===== config.mk =====
export PLATFORM = sky130hd
export DESIGN_NAME = tx_word_sequencer
export DESIGN_NICKNAME = d
export VERILOG_FILES = /design/src/rtl/tx_seq_pkg.sv /design/src/rtl/word_fifo.sv /design/src/rtl/tx_word_sequencer.sv
export SDC_FILE = /design/constraint.sdc
export NUM_CORES = 1
export LEC_CHECK = 0
export BUFFER_PORTS_ARGS = -buffer_cell sky130_fd_sc_hd__buf_2
export CAP_MARGIN = 20
export CORE_ASPECT_RATIO = 1.4
export CORE_MARGIN = 1
export CORE_UTILIZATION = 60
export CTS_BUF_LIST = sky130_fd_sc_hd__clkbuf_4 sky130_fd_sc_hd__clkbuf_8
export DETAILED_ROUTE_END_ITERATION = 8
export HOLD_SLACK_MARGIN = 0.08
export PLACE_DENSITY = 0.77
export SYNTH_ARGS = -nofsm -noshare
export SYNTH_HDL_FRONTEND = slang
export SYNTH_SLANG_ARGS = --single-unit
export TNS_END_PERCENT = 1

===== constraint.sdc =====
create_clock -name i_clk -period 6.5 [get_ports i_clk]
set_input_delay 1.3 -clock i_clk [delete_from_list [all_inputs] [get_ports i_clk]]
set_output_delay 1.3 -clock i_clk [all_outputs]
set_load 0.005 [all_outputs]

===== src/rtl/tx_seq_pkg.sv =====
// Shared definitions for the word-to-byte transmit sequencer.
//   state_t        : serializer FSM state encoding
//   BYTES_PER_WORD : bytes sent per pushed word, least-significant first
package tx_seq_pkg;

    typedef enum logic [1:0] {
        ST_IDLE = 2'b00,
        ST_SEND = 2'b01,
        ST_WAIT = 2'b10
    } state_t;

    localparam int BYTES_PER_WORD = 4;

endpackage : tx_seq_pkg


===== src/rtl/word_fifo.sv =====
// Word FIFO feeding the transmit serializer.
// Ports:
//   clk, rst_n : clock and asynchronous active-low reset
//   push       : write wr_data this cycle (ignored while full, even with a pop)
//   pop        : advance the read pointer (ignored while empty)
//   flush      : synchronous clear of pointers and count; beats push and pop
//   wr_data    : word to write
//   rd_data    : head word (combinational read at the read pointer)
//   full/empty : decoded from the registered occupancy count
//   count      : occupancy, 0..FIFO_DEPTH
module word_fifo #(
    parameter int DATA_WIDTH = 32,
    parameter int FIFO_DEPTH = 16
) (
    input  logic                          clk,
    input  logic                          rst_n,
    input  logic                          push,
    input  logic                          pop,
    input  logic                          flush,
    input  logic [DATA_WIDTH-1:0]         wr_data,
    output logic [DATA_WIDTH-1:0]         rd_data,
    output logic                          full,
    output logic                          empty,
    output logic [$clog2(FIFO_DEPTH):0]   count
);

    localparam int AW = $clog2(FIFO_DEPTH);
    localparam int CW = AW + 1;

    logic [AW-1:0]         wr_ptr;
    logic [AW-1:0]         rd_ptr;
    logic [DATA_WIDTH-1:0] mem [FIFO_DEPTH];
    logic                  push_ok;
    logic                  pop_ok;

    // A push is judged against the registered full flag only, so a pop in
    // the same cycle never makes room for it.
    assign push_ok = push && !full;
    assign pop_ok  = pop && !empty;

    always_ff @(posedge clk or negedge rst_n) begin
        if (!rst_n) begin
            wr_ptr <= '0;
            rd_ptr <= '0;
            count  <= '0;
        end else if (flush) begin
            wr_ptr <= '0;
            rd_ptr <= '0;
            count  <= '0;
        end else begin
            if (push_ok) wr_ptr <= wr_ptr + AW'(1);
            if (pop_ok)  rd_ptr <= rd_ptr + AW'(1);
            case ({push_ok, pop_ok})
                2'b10:   count <= count + CW'(1);
                2'b01:   count <= count - CW'(1);
                default: count <= count;
            endcase
        end
    end

    // Storage carries no reset.
    always_ff @(posedge clk) begin
        if (push_ok && !flush) mem[wr_ptr] <= wr_data;
    end

    assign rd_data = mem[rd_ptr];
    assign full    = (count == CW'(FIFO_DEPTH));
    assign empty   = (count == '0);

endmodule : word_fifo


===== src/rtl/tx_word_sequencer.sv =====
// Buffers 32-bit words and feeds them byte by byte (LSB first) to a UART TX.
// Ports:
//   i_clk, i_reset : clock and asynchronous active-low reset
//   i_wr_en        : push strobe, one word per high cycle
//   i_wr_data      : word to push
//   i_flush        : synchronous clear of the FIFO and the serializer
//   i_tx_done      : pulse from the UART when the current byte is out
//   o_tx_start     : one-cycle request to send o_tx_byte
//   o_tx_byte      : byte to send, stable from o_tx_start until i_tx_done
//   o_full/o_empty : FIFO occupancy flags
//   o_busy         : serializer is working on a word
//   o_overflow     : sticky, a push was dropped because the FIFO was full
module tx_word_sequencer
    import tx_seq_pkg::*;
#(
    parameter int DATA_WIDTH = 32,
    parameter int FIFO_DEPTH = 16
) (
    input  logic                  i_clk,
    input  logic                  i_reset,
    input  logic                  i_wr_en,
    input  logic [DATA_WIDTH-1:0] i_wr_data,
    input  logic                  i_flush,
    input  logic                  i_tx_done,
    output logic                  o_tx_start,
    output logic [7:0]            o_tx_byte,
    output logic                  o_full,
    output logic                  o_empty,
    output logic                  o_busy,
    output logic                  o_overflow
);

    state_t                      state;
    state_t                      state_nxt;
    logic [1:0]                  byte_cnt;
    logic [DATA_WIDTH-1:0]       shift;
    logic [DATA_WIDTH-1:0]       fifo_head;
    logic [$clog2(FIFO_DEPTH):0] fifo_count;
    logic                        fifo_full;
    logic                        fifo_empty;
    logic                        pop;
    logic                        load;
    logic                        adv;

    word_fifo #(
        .DATA_WIDTH (DATA_WIDTH),
        .FIFO_DEPTH (FIFO_DEPTH)
    ) u_fifo (
        .clk     (i_clk),
        .rst_n   (i_reset),
        .push    (i_wr_en),
        .pop     (pop),
        .flush   (i_flush),
        .wr_data (i_wr_data),
        .rd_data (fifo_head),
        .full    (fifo_full),
        .empty   (fifo_empty),
        .count   (fifo_count)
    );

    assign o_full  = fifo_full;
    assign o_empty = fifo_empty;

    // o_tx_start is registered from the SEND state, so it is high during the
    // first WAIT cycle. i_tx_done is only honoured in WAIT once that pulse has
    // dropped, which keeps a done coinciding with the start from advancing.
    always_comb begin
        state_nxt = state;
        pop       = 1'b0;
        load      = 1'b0;
        adv       = 1'b0;
        case (state)
            ST_IDLE: begin
                if (fifo_count != '0) begin
                    pop       = 1'b1;
                    load      = 1'b1;
                    state_nxt = ST_SEND;
                end
            end
            ST_SEND: state_nxt = ST_WAIT;
            ST_WAIT: begin
                if (i_tx_done && !o_tx_start) begin
                    if (byte_cnt == 2'(BYTES_PER_WORD - 1)) begin
                        state_nxt = ST_IDLE;
                    end else begin
                        adv       = 1'b1;
                        state_nxt = ST_SEND;
                    end
                end
            end
            default: state_nxt = ST_IDLE;
        endcase
        if (i_flush) begin
            state_nxt = ST_IDLE;
            pop       = 1'b0;
            load      = 1'b0;
            adv       = 1'b0;
        end
    end

    always_ff @(posedge i_clk or negedge i_reset) begin
        if (!i_reset) begin
            state      <= ST_IDLE;
            byte_cnt   <= '0;
            o_tx_start <= 1'b0;
            o_tx_byte  <= 8'h00;
            o_busy     <= 1'b0;
            o_overflow <= 1'b0;
        end else begin
            state <= state_nxt;
            if (load || i_flush) begin
                byte_cnt <= '0;
            end else if (adv) begin
                byte_cnt <= byte_cnt + 2'd1;
            end
            o_tx_start <= (state == ST_SEND) && !i_flush;
            if ((state == ST_SEND) && !i_flush) o_tx_byte <= shift[7:0];
            o_busy <= (state_nxt != ST_IDLE);
            if (i_flush) begin
                o_overflow <= 1'b0;
            end else if (i_wr_en && fifo_full) begin
                o_overflow <= 1'b1;
            end
        end
    end

    // Word being serialized; the next byte always sits in the low 8 bits.
    always_ff @(posedge i_clk) begin
        if (load) begin
            shift <= fifo_head;
        end else if (adv) begin
            shift <= shift >> 8;
        end
    end

endmodule : tx_word_sequencer

# Word-level counts from Yosys, hierarchy flattened
# Memories as Yosys holds them, arrays and structs flattened.
# Cells that the tools add are included.
[classes]
muxes = 26
n_eq_ne = 6
add_sub_neg = 5
reduce_logical = 21
[ops]
columns = ["cell", "count"]
rows = [
  ["$mux W32", 2],
  ["$mux W4", 4],
  ["$mux W1", 12],
  ["$reduce_bool A2 Y1", 6],
  ["$mux W2", 5],
  ["$pmux W5 S2", 1],
  ["$add A4 B1 Y4 const B", 2],
  ["$eq A2 B2 Y1 const B", 3],
  ["$logic_and A1 B1 Y1", 6],
  ["$pmux W2 S3", 1],
  ["$add A5 B1 Y5 const B", 1],
  ["$eq A5 B5 Y1 const B", 1],
  ["$logic_not A5 Y1", 1],
  ["$mux W5", 1],
  ["$reduce_bool A5 Y1", 1],
  ["$sub A5 B1 Y5 const B", 1],
  ["$eq A2 B1 Y1 const B", 2],
  ["$logic_not A1 Y1", 4],
  ["$reduce_bool A3 Y1", 1],
  ["$add A2 B1 Y2 const B", 1],
  ["$logic_not A2 Y1", 1],
  ["$logic_or A1 B1 Y1", 1],
]
[word_totals]
out_inout_bits = 13
wordCells = 69
memories = 1
input_bits = 37
mem_bits_rw = 512
regBits = 60
[mem_list]
columns = ["memory", "words", "word_bits", "rd", "rd_clocked_by_memory_dff", "write_ports", "line_no", "source"]
rows = [
  ["u_fifo.mem", 16, 32, 1, 0, 1, "word_fifo.sv:32", "logic [DATA_WIDTH-1:0] mem [FIFO_DEPTH];"],
]

# Logic depth before layout (Yosys ltp)
# Gate-level depths: netlist (run 1).
[depth]
depth_word = 8
ltp_mapped = 10
ltp_nobuf = 9

# Hierarchy
# From an unflattened synthesis (run 1), not the netlist that was laid out.
[hier_totals]
cells_unflattened = 949
hier_area_um2 = 22246.3
[modules_own_cells]
columns = ["module", "cells_per_inst", "area_per_inst_um2", "n_inst", "seq_area_each_um2"]
rows = [
  ["word_fifo", 829, 20204.4, 1, 15700.1],
  ["tx_word_sequencer", 120, 2042.0, 1, 1336.3],
]

# Worst setup path before layout (run 1)
# Ideal clock, no wire load.
[synth_timing]
path_kind = "input to register"
start = "input i_wr_en"
end = "memory u_fifo.mem[3][0] (enable)"
stages = 3
path_slack_ps = 1033
n_path_buf = 0
required_time_ps = 5999
arrival_time_ps = 4966
setup_time_ps = 501
path_cell_list = "a21boi_1 nand2_1 nor4_1"
[synth_between]
elab_chain_cells = 4
[synth_rtl]
columns = ["item", "line_no", "source"]
rows = [
  ["start, declared", "tx_word_sequencer.sv:21", "input logic i_wr_en,"],
  ["$logic_and A1 B1 Y1", "word_fifo.sv:38", "assign push_ok = push && !full;"],
  ["$logic_and A1 B1 Y1", "word_fifo.sv:63", "if (push_ok && !flush) mem[wr_ptr] <= wr_data;"],
  ["$mux W1", "word_fifo.sv:63", ""],
  ["$mux W1 (not written as such)", "word_fifo.sv:63", ""],
  ["end, declared", "word_fifo.sv:32", ""],
]
# Every way passes these cells.

# Worst setup path after layout (run 1)
[layout_timing]
start = "register u_fifo.count[1]"
end = "output o_empty"
[layout_between]
elab_chain_cells = 1
[layout_rtl]
columns = ["item", "line_no", "source"]
rows = [
  ["start, declared", "word_fifo.sv:24", "output logic [$clog2(FIFO_DEPTH):0] count"],
  ["start signal, assigned", "word_fifo.sv:54", "2'b10: count <= count + CW'(1);"],
  ["start signal, assigned", "word_fifo.sv:55", "2'b01: count <= count - CW'(1);"],
  ["start signal, assigned", "word_fifo.sv:56", "default: count <= count;"],
  ["$logic_not A5 Y1", "word_fifo.sv:68", "assign empty = (count == '0);"],
  ["end, declared", "tx_word_sequencer.sv:28", "output logic o_empty,"],
]
# Every way passes these cells.

==> impl_results.md, run 1 <==
- Outcome: complete, no violations
- Vias/cell: 6.32
- Hold WS: 0.476 ns
- Type of origin of the critical path: flip-flop
- Final Cell Area: 24500 um2
- CTS Buffer Depth: 3
- CP Class: flip-flop to primary output
- Worst Reg-to-Reg Cells: 4
- Total CTS buffers: 81
- Initial DRC Count: 820
- Wirelength per Cell: 26.0 um
- Via count: 10200
- CP max FO: 7
- Share of the synthesized area in the top cell type: 73.6%
- Unrepaired setup endpoints after global routing: false
- WHS Path Cells: 1
- Largest net degree at the start of global routing: 66
- Nets: 1128
- Minimum clock period: 3.31 ns
- Crit path capture type: primary output
- Dpl cells: 1464
- Setup TNS: 0 ns
- Post-place instance area: 23000 um2
- Die Ht: 230 um
- Worst EP required: 5.20 ns
- Critical Path Source: u_fifo.count[1]
- First-pass GRT wire length: 62800 um
- CTS tree: built
- Seq/Total Area, Yosys: 76.7%
- CTS root buffer: clkbuf_8
- Fill count: 2251
- Final hold vios: 0
- PostCTS Resize Cnt: 0
- Hold buffer count at CTS: 0
- Final period util: 50.9%
- Share of cells above drive strength 1: 32.2%
- Cell taking the most area after synthesis: edfxtp_1
- Routability congestion estimate: 0.758
- Clock Skews: 0.0253 ns
- Final non-filler cell total: 1607
- TritonRoute pass-1 iters: 6
- Top post-synthesis cells by area: edfxtp_1 74%, mux4_2 14%, dfrtp_1 3.2%
- FP Rows: 83
- Pwr per Cell Area: 366 nW/um2
- Clock sink count: 572
- Final wirelength: 41800 um
- Max-cap violations: 0
- Worst-Margin Slew: 1.15 ns
- Core region area: 36600 um2
- Synthesized net count: 1035
- Post-synth EDFFs: 544
- Register-to-register setup slack: 3.50 ns
- Die width: 165 um
- Worst ir drop on vdd: 0.000258 V
- Hold Path Class: flip-flop to flip-flop
- Syn Inst Count: 990
- Main flop type after synthesis: edfxtp_1
- Leakage: 7.74 nW
- Post-synthesis async set-or-reset flop share: 4.90%
- Final ANT Viol Nets: 0
- GR Overflow Total: 0
- Critical R2R Launch: u_fifo.count[1]
- CP arrival: 2.01 ns
- Starting Density: 60.7%
- Number of antenna violations at the first check in global routing: 2
- Vias in the first global route: 10400
- Endpoint, Worst Hold: o_tx_byte[2]
- Area grow syn2layout: 10.6%
- Max-slew headroom: 23.1%
- Max-slew violation count: 0
- Max Fclk: 302 MHz
- Netlist Area Pre-Place: 22200 um2
- Worst reg2reg endpoint: u_fifo.mem[4][13]
- Post-route DRC: 0
- DP HPWL: 22800 um
- Clock Latency Late Sink: 0.65 ns
- Die area: 37800 um2
- Htree depth: 3
- Clock transition at path regs: 0.06 ns
- Setup ws final: 3.19 ns
- Post-CTS setup buffers: 0
- Avg Inst Size Synth: 22.4 um2
- Finish-stage setup viols: 0
- Buffers on Ports: 49
- Synth unique cells: 44
- Worst Min Path Start: o_tx_byte[2]
- Synth Register Bits: 572
- Total global-route track usage: 23.3%
- Place WS: 2.51 ns
- IO Pins: 50
- YS warnings: 0
cells in the final DEF (no fill, tap or decap), types with 6 or more instances in the layout:
cell        n
dfrtp_1    25
mux2i_1    53
buf_2      49
mux2_1      8
clkbuf_8   85
ha_1        8
nand2_1     7
a221oi_2   20
nor2_1     39
clkinv_2    7
buf_4       8
and2_1      9
mux4_2    136
nand2b_1    6
edfxtp_1  544
clkbuf_4   25
clkinv_1   18
and2_2     12
critical path, cell delays in order (launching register included):
cell     delay (ns)
dfrtp_1        0.46
or4_4          0.61
nor2_4         0.17
buf_2          0.14
synth_stat cells, types with 4 or more instances:
master	count
a21oi_1	5
a221oi_1	4
a221oi_2	20
and2_1	21
buf_1	6
buf_2	16
buf_4	7
clkbuf_1	22
dfrtp_1	28
edfxtp_1	544
ha_1	8
inv_1	5
mux2_1	8
mux2i_1	53
mux4_2	136
nand2_1	8
nand2b_1	6
nor2_1	40
nor3_1	7
xnor2_1	4
xor2_1	5
per-layer routing:
metal  track usage (%)  up-vias  routed length [um]
li1                  -     4339                   -
met1              29.7     5336               16000
met2              39.2      390               22600
met3              4.17       83                2030
met4              10.4        2                1140
met5                 0        -                   8
power by group:
group	total (W)	switching [W]	internal (W)
clock network	0.00268	0.00126	0.00142
logic	0.00185	0.000937	0.000909
registers	0.00447	0.000174	0.00429
total	0.00899	0.00237	0.00662
flip-flops by register name (all words and copies together), names as in the netlist, 2 cells and up:
register       cells
byte_cnt           2
u_fifo.rd_ptr      4
u_fifo.wr_ptr      4
state              2
u_fifo.count       5
u_fifo.mem       512
shift             32
o_tx_byte          8
cells by family after synthesis:
logic type               share of synthesized area [%]
multiplexers                                      16.6
adder cells (fa/ha/maj)                          0.451
AND/OR/NAND/NOR                                   2.56
XOR/XNOR                                         0.355
flip-flops                                        76.7
buffers and inverters                             1.26
AO/OA/AOI/OAI                                     2.04
layout make-up:
| class | count | area [um2] | area share (%) |
|---|---|---|---|
| multi-input combinational | 360 | 4940 | 20.1 |
| clock buffer | 109 | 1340 | 5.48 |
| sequential | 572 | 17000 | 69.5 |
| tap | 467 | 584 | 2.38 |
| inverter | 5 | 18.8 | 0.0765 |
| timing repair buffer | 63 | 419 | 1.71 |
| clock inverter | 30 | 188 | 0.765 |
| antenna | 1 | 2.50 | 0.0102 |
worst max-delay path by stage:
| stage | to | slack [ns] | depth (start not counted) |
|---|---|---|---|
| 2_1_floorplan | u_fifo.mem[3][0] | 1.03 | 3 |
| 3_3_place_gp | u_fifo.mem[7][12] | 2.55 | 5 |
| 3_5_place_dp | u_fifo.mem[7][8] | 2.51 | 5 |
| 4_1_cts | o_empty | 3.14 | 3 |
| 5_1_grt | o_empty | 3.11 | 3 |
| 6_report | o_empty | 3.19 | 3 |
metrics by stage:
stage,power (W),utilization [%]
CTS,0.00909,67.0
floorplan,0.00590,-
global placement,0.00639,62.8
detailed placement,0.00643,62.8
global route,0.00935,67.1
finish,0.00899,67.1
(Power assumes the default switching activity.)
==> inputs of run 2 (changes only) <==
==> constraint.sdc (replaced) <==
create_clock -name i_clk -period 3.1 [get_ports i_clk]
set_input_delay 0.62 -clock i_clk [delete_from_list [all_inputs] [get_ports i_clk]]
set_output_delay 0.62 -clock i_clk [all_outputs]
set_load 0.005 [all_outputs]
==> run 2 against run 1 <==
Against the previous run:
- combinational power rose by 120%
- cell count rose by 2.3%
- routed wire length rose by 1.7%
- setup slack got worse by 2.8 ns
- critical path depth rose by 6
- sequential share of layout area fell by 1.3 points
- sequential power rose by 110%
- critical endpoint is now u_fifo.count[4]
- highest routed layer is now met4
- total power rose by 110%
- clock skew rose by 0.0058 ns
- largest cell class unchanged
- largest power group unchanged
==> impl_results.md, run 2 (synthesized netlist as in run 1, its figures left out) <==
- Pwr per Cell Area: 761 nW/um2
- Outcome: complete, no violations
- WHS Path Cells: 3
- CP Class: flip-flop to flip-flop
- Final core utilization: 68.4%
- Finish-stage setup viols: 0
- GR Overflow Total: 0
- Top reg by flops: u_fifo.mem
- TritonRoute pass-1 iters: 5
- Starting Density: 60.7%
- Type of origin of the critical path: flip-flop
- Nets: 1162
- CTS Buffer Depth: 3
- Buffers on Ports: 49
- Die area: 37800 um2
- Worst Reg-to-Reg Cells: 9
- Die Ht: 230 um
- Final ANT Viol Nets: 0
- Post-route DRC: 0
- Area grow syn2layout: 12.6%
- Clock sink count: 572
- First-pass GRT wire length: 64700 um
- Crit path capture type: flip-flop
- Final hold vios: 0
- Most frequent cells in the layout: 544 x edfxtp_1, 136 x mux4_2, 89 x clkbuf_8
- Minimum clock period: 2.66 ns
- Final wirelength: 42500 um
- Largest regs: u_fifo.mem (512), shift (32), o_tx_byte (8)
- Max FFs per register: 512
- Wirelength per Cell: 25.9 um
- Worst EP required: 3.70 ns
- Max-cap violations: 0
- CTS root buffer: clkbuf_8
- FP Rows: 83
- Number of antenna violations at the first check in global routing: 1
- Clock Skews: 0.0311 ns
- Hold Path Class: primary input to flip-flop
- Die width: 165 um
- Clock transition at path regs: 0.06 ns
- Initial DRC Count: 1046
- Max-slew headroom: 48.6%
- Worst ir drop on vdd: 0.000536 V
- Worst-Margin Slew: 0.767 ns
- DP HPWL: 24500 um
- Max Fclk: 375 MHz
- Total CTS buffers: 80
- Most common cell after layout, fill and taps aside: edfxtp_1
- Post-CTS setup buffers: 0
- Leakage: 7.98 nW
- Core region area: 36600 um2
- Final period util: 86.0%
- Vias/cell: 6.26
- IO Pins: 50
- CTS tree: built
- Via count: 10300
- Share of cells above drive strength 1: 34.6%
- Unrepaired setup endpoints after global routing: false
- CP arrival: 3.26 ns
- Fill count: 2215
- Htree depth: 3
- Max-slew violation count: 0
- Total global-route track usage: 24.0%
- Largest net degree at the start of global routing: 33
- Vias in the first global route: 10800
- Routability congestion estimate: 0.750
- Hold WS: 0.261 ns
- Setup TNS: 0 ns
- CP max FO: 7
- Clock Latency Late Sink: 0.66 ns
[run 2: changes by cell type in the layout (fill, tap and decap cells not counted), moves of 4 or more]
| cell | before | now |
|---|---|---|
| clkinv_2 | 7 | 14 |
| clkinv_1 | 18 | 13 |
| clkbuf_8 | 85 | 89 |
| clkbuf_4 | 25 | 20 |
| buf_12 | 5 | 18 |
| buf_4 | 8 | 30 |
[run 2: metal layers]
| metal | track usage, % | vias up | part of all wire, % |
|---|---|---|---|
| li1 | - | 4400 | - |
| met4 | 9.60 | 0 | 2.4 |
| met3 | 4.22 | 63 | 5.0 |
| met5 | 0 | - | 0 |
| met2 | 40.7 | 368 | 53 |
| met1 | 30.8 | 5453 | 39 |
[run 2: final timing paths]
kind,startpoint,to,slack [ns]
min in group asynchronous,i_reset,u_fifo.count[4],0.52
worst min-delay path,i_wr_en,o_overflow,0.26
worst max-delay path,u_fifo.count[1],u_fifo.count[4],0.44
worst min register to register,shift[6],o_tx_byte[6],0.46
max in group asynchronous,i_reset,u_fifo.rd_ptr[2],2.10
worst max register to register,u_fifo.count[1],u_fifo.count[4],0.44
[run 2: repair_timing]
action | 4_1_cts | 5_1_grt
resized for setup | 0 | 0
hold buffers | 1 | 0
endpoints found under the hold margin | 28 | 0
[run 2: power by group]
part           leakage [nW]  internal (W)  switching (W)
clock network         0.826       0.00296        0.00264
registers              5.27       0.00900       0.000341
logic                  1.88       0.00206        0.00204
[run 2: layout make-up]
| type | instances | area, um2 | area share [%] |
|---|---|---|---|
| Antenna cell | 2 | 5.00 | 0.0200 |
| Timing Repair Buffer | 98 | 841 | 3.36 |
| Inverter | 5 | 18.8 | 0.0751 |
| Sequential cell | 572 | 17000 | 68.2 |
| Clock buffer | 109 | 1380 | 5.50 |
| Clock inverter | 31 | 173 | 0.691 |
| Tap cell | 467 | 584 | 2.34 |
| Multi-Input combinational cell | 360 | 4950 | 19.8 |
[run 2: through the flow]
step / power [W] / worst slack, ns / instances / instance area [um2]
after floorplan: 0.0124 / -0.826 / 990 / 22200
after global placement: 0.0135 / 0.314 / 1501 / 23400
after detailed placement: 0.0136 / 0.164 / 1501 / 23400
after CTS: 0.0192 / 0.423 / 1642 / 25000
after global routing: 0.0198 / 0.212 / 1643 / 25000
final: 0.0190 / 0.435 / 1644 / 25000
[run 2: critical path, stage by stage, from the launching register on]
cell and delay (ns):
dfrtp_1 0.46, nor4_2 0.42, mux2i_1 0.49, xnor2_1 0.14
ha_1 0.25, o31ai_1 0.20, nand2b_1 0.09, mux2i_1 0.17
nor4b_1 0.27, a211o_1 0.14
==> inputs of run 3 (changes only) <==
--- a/config.mk
+++ b/config.mk
@@ -14,6 +14,7 @@
 export DETAILED_ROUTE_END_ITERATION = 8
 export HOLD_SLACK_MARGIN = 0.08
 export PLACE_DENSITY = 0.77
+export REMOVE_ABC_BUFFERS = 1
 export SYNTH_ARGS = -nofsm -noshare
 export SYNTH_HDL_FRONTEND = slang
 export SYNTH_SLANG_ARGS = --single-unit
==> run 3 against run 2 <==
Against the previous run:
- global-route usage increased by 0.73 points
- utilization increased by 0.24 points
- register-to-register slack improved by 0.06 ns
- critical path type is now flip-flop to primary output
- critical endpoint is now o_empty
- highest routed layer is now met5
==> impl_results.md, run 3 (synthesized netlist as in run 1, its figures left out) <==
- Final ANT Viol Nets: 0
- Post-route DRC: 0
- Clock Latency Late Sink: 0.64 ns
- Unrepaired setup endpoints after global routing: false
- Max FFs per register: 512
- Die area: 37800 um2
- Max-cap violations: 0
- Most common cell after layout, fill and taps aside: edfxtp_1
- Starting Density: 60.7%
- Place WS: 0.338 ns
- CP max FO: 7
- Crit path capture type: primary output
- Die width: 165 um
- Leakage: 8.00 nW
- Clock Skews: 0.0172 ns
- Share of cells above drive strength 1: 35.0%
- Worst Min Path Start: i_flush
- Total global-route track usage: 24.7%
- Nets: 1165
- Worst EP required: 2.48 ns
- Number of antenna violations at the first check in global routing: 5
- Total CTS buffers: 82
- Vias/cell: 6.28
- Routability congestion estimate: 0.791
- Endpoint, Worst Hold: o_overflow
- Most frequent cells in the layout: 544 x edfxtp_1, 136 x mux4_2, 83 x clkbuf_8
- Final period util: 83.9%
- IO Pins: 50
- CTS Buffer Depth: 3
- Register-to-register setup slack: 0.50 ns
- Largest regs: u_fifo.mem (512), shift (32), o_tx_byte (8)
- Buffers on Ports: 49
- CP Class: flip-flop to primary output
- Area grow syn2layout: 13.0%
- Critical R2R Launch: u_fifo.count[1]
- Largest net degree at the start of global routing: 38
- Hold Path Class: primary input to flip-flop
- First-pass GRT wire length: 66200 um
- Final core utilization: 68.6%
- TritonRoute pass-1 iters: 4
- Worst Reg-to-Reg Cells: 9
- Die Ht: 230 um
- Max-slew violation count: 0
- Initial DRC Count: 1011
- Fill count: 2190
- PostCTS Resize Cnt: 0
- Finish-stage setup viols: 0
- DP HPWL: 24900 um
- Via count: 10400
- FP Rows: 83
- Worst reg2reg endpoint: u_fifo.count[4]
- Max-slew headroom: 57.1%
- GR Overflow Total: 0
- CP arrival: 1.98 ns
- CTS tree: built
- Clock transition at path regs: 0.06 ns
- Hold buffer count at CTS: 1
- Final hold vios: 0
- Pwr per Cell Area: 756 nW/um2
- Worst-Margin Slew: 0.643 ns
- Htree depth: 3
- Post-CTS setup buffers: 0
- Setup ws final: 0.499 ns
- Core region area: 36600 um2
- Worst ir drop on vdd: 0.000554 V
- Clock sink count: 572
- Type of origin of the critical path: flip-flop
- Final wirelength: 44000 um
- Top reg by flops: u_fifo.mem
- CTS root buffer: clkbuf_8
- Wirelength per Cell: 26.7 um
- Minimum clock period: 2.60 ns
- Max Fclk: 384 MHz
- Hold WS: 0.290 ns
- WHS Path Cells: 2
- Vias in the first global route: 10800
- Outcome: complete, no violations
==> run 3: through the flow <==
step	instance area, um2	TNS, ns	std cells	power [W]
4_1_cts	25100	0	1647	0.0192
6_report	25100	0	1649	0.0190
5_1_grt	25100	0	1648	0.0198
3_5_place_dp	23500	0	1502	0.0136
2_1_floorplan	21900	-216.29	937	0.0126
3_3_place_gp	23500	0	1502	0.0135
==> run 3: worst max-delay path, cell delays in order (launching register included) <==
cell     delay (ns)
dfrtp_1        0.46
or4_4          0.61
nor2_4         0.15
buf_2          0.13
==> run 3: layer usage <==
metal	global-route usage, %	part of all wire [%]	wire length (um)	up-vias
met5	0	0.027	12	-
met4	9.15	2.4	1070	2
met3	4.33	6.8	3000	76
met2	40.7	52	22800	416
met1	33.3	39	17100	5443
li1	-	-	-	4414
==> run 3: worst max path at each step <==
stage	endpoint	cells past startpoint	start	slack (ns)
4_1_cts	o_empty	3	u_fifo.count[1]	0.46
3_5_place_dp	u_fifo.count[4]	10	i_flush	0.34
5_1_grt	u_fifo.count[4]	9	u_fifo.count[1]	0.24
6_report	o_empty	3	u_fifo.count[1]	0.50
2_1_floorplan	shift[24]	3	u_fifo.rd_ptr[0]	-3.42
3_3_place_gp	u_fifo.count[4]	10	i_flush	0.31
==> run 3: cell type report <==
cell class	count	area, um2	area share (%)
Clock buffer	120	1420	5.66
Inverter	5	18.8	0.0748
Antenna cell	2	5.00	0.0200
Clock inverter	24	121	0.484
Timing Repair Buffer	99	948	3.78
Sequential cell	572	17000	68.0
Multi-Input combinational cell	360	4940	19.7
Tap cell	467	584	2.33
==> run 3: where the power goes <==
part	total [W]	switching, W	internal (W)	leakage (nW)
sequential	0.00927	0.000275	0.00900	5.27
combinational	0.00411	0.00206	0.00205	1.91
clock	0.00559	0.00265	0.00294	0.817
total	0.0190	0.00499	0.0140	8.00
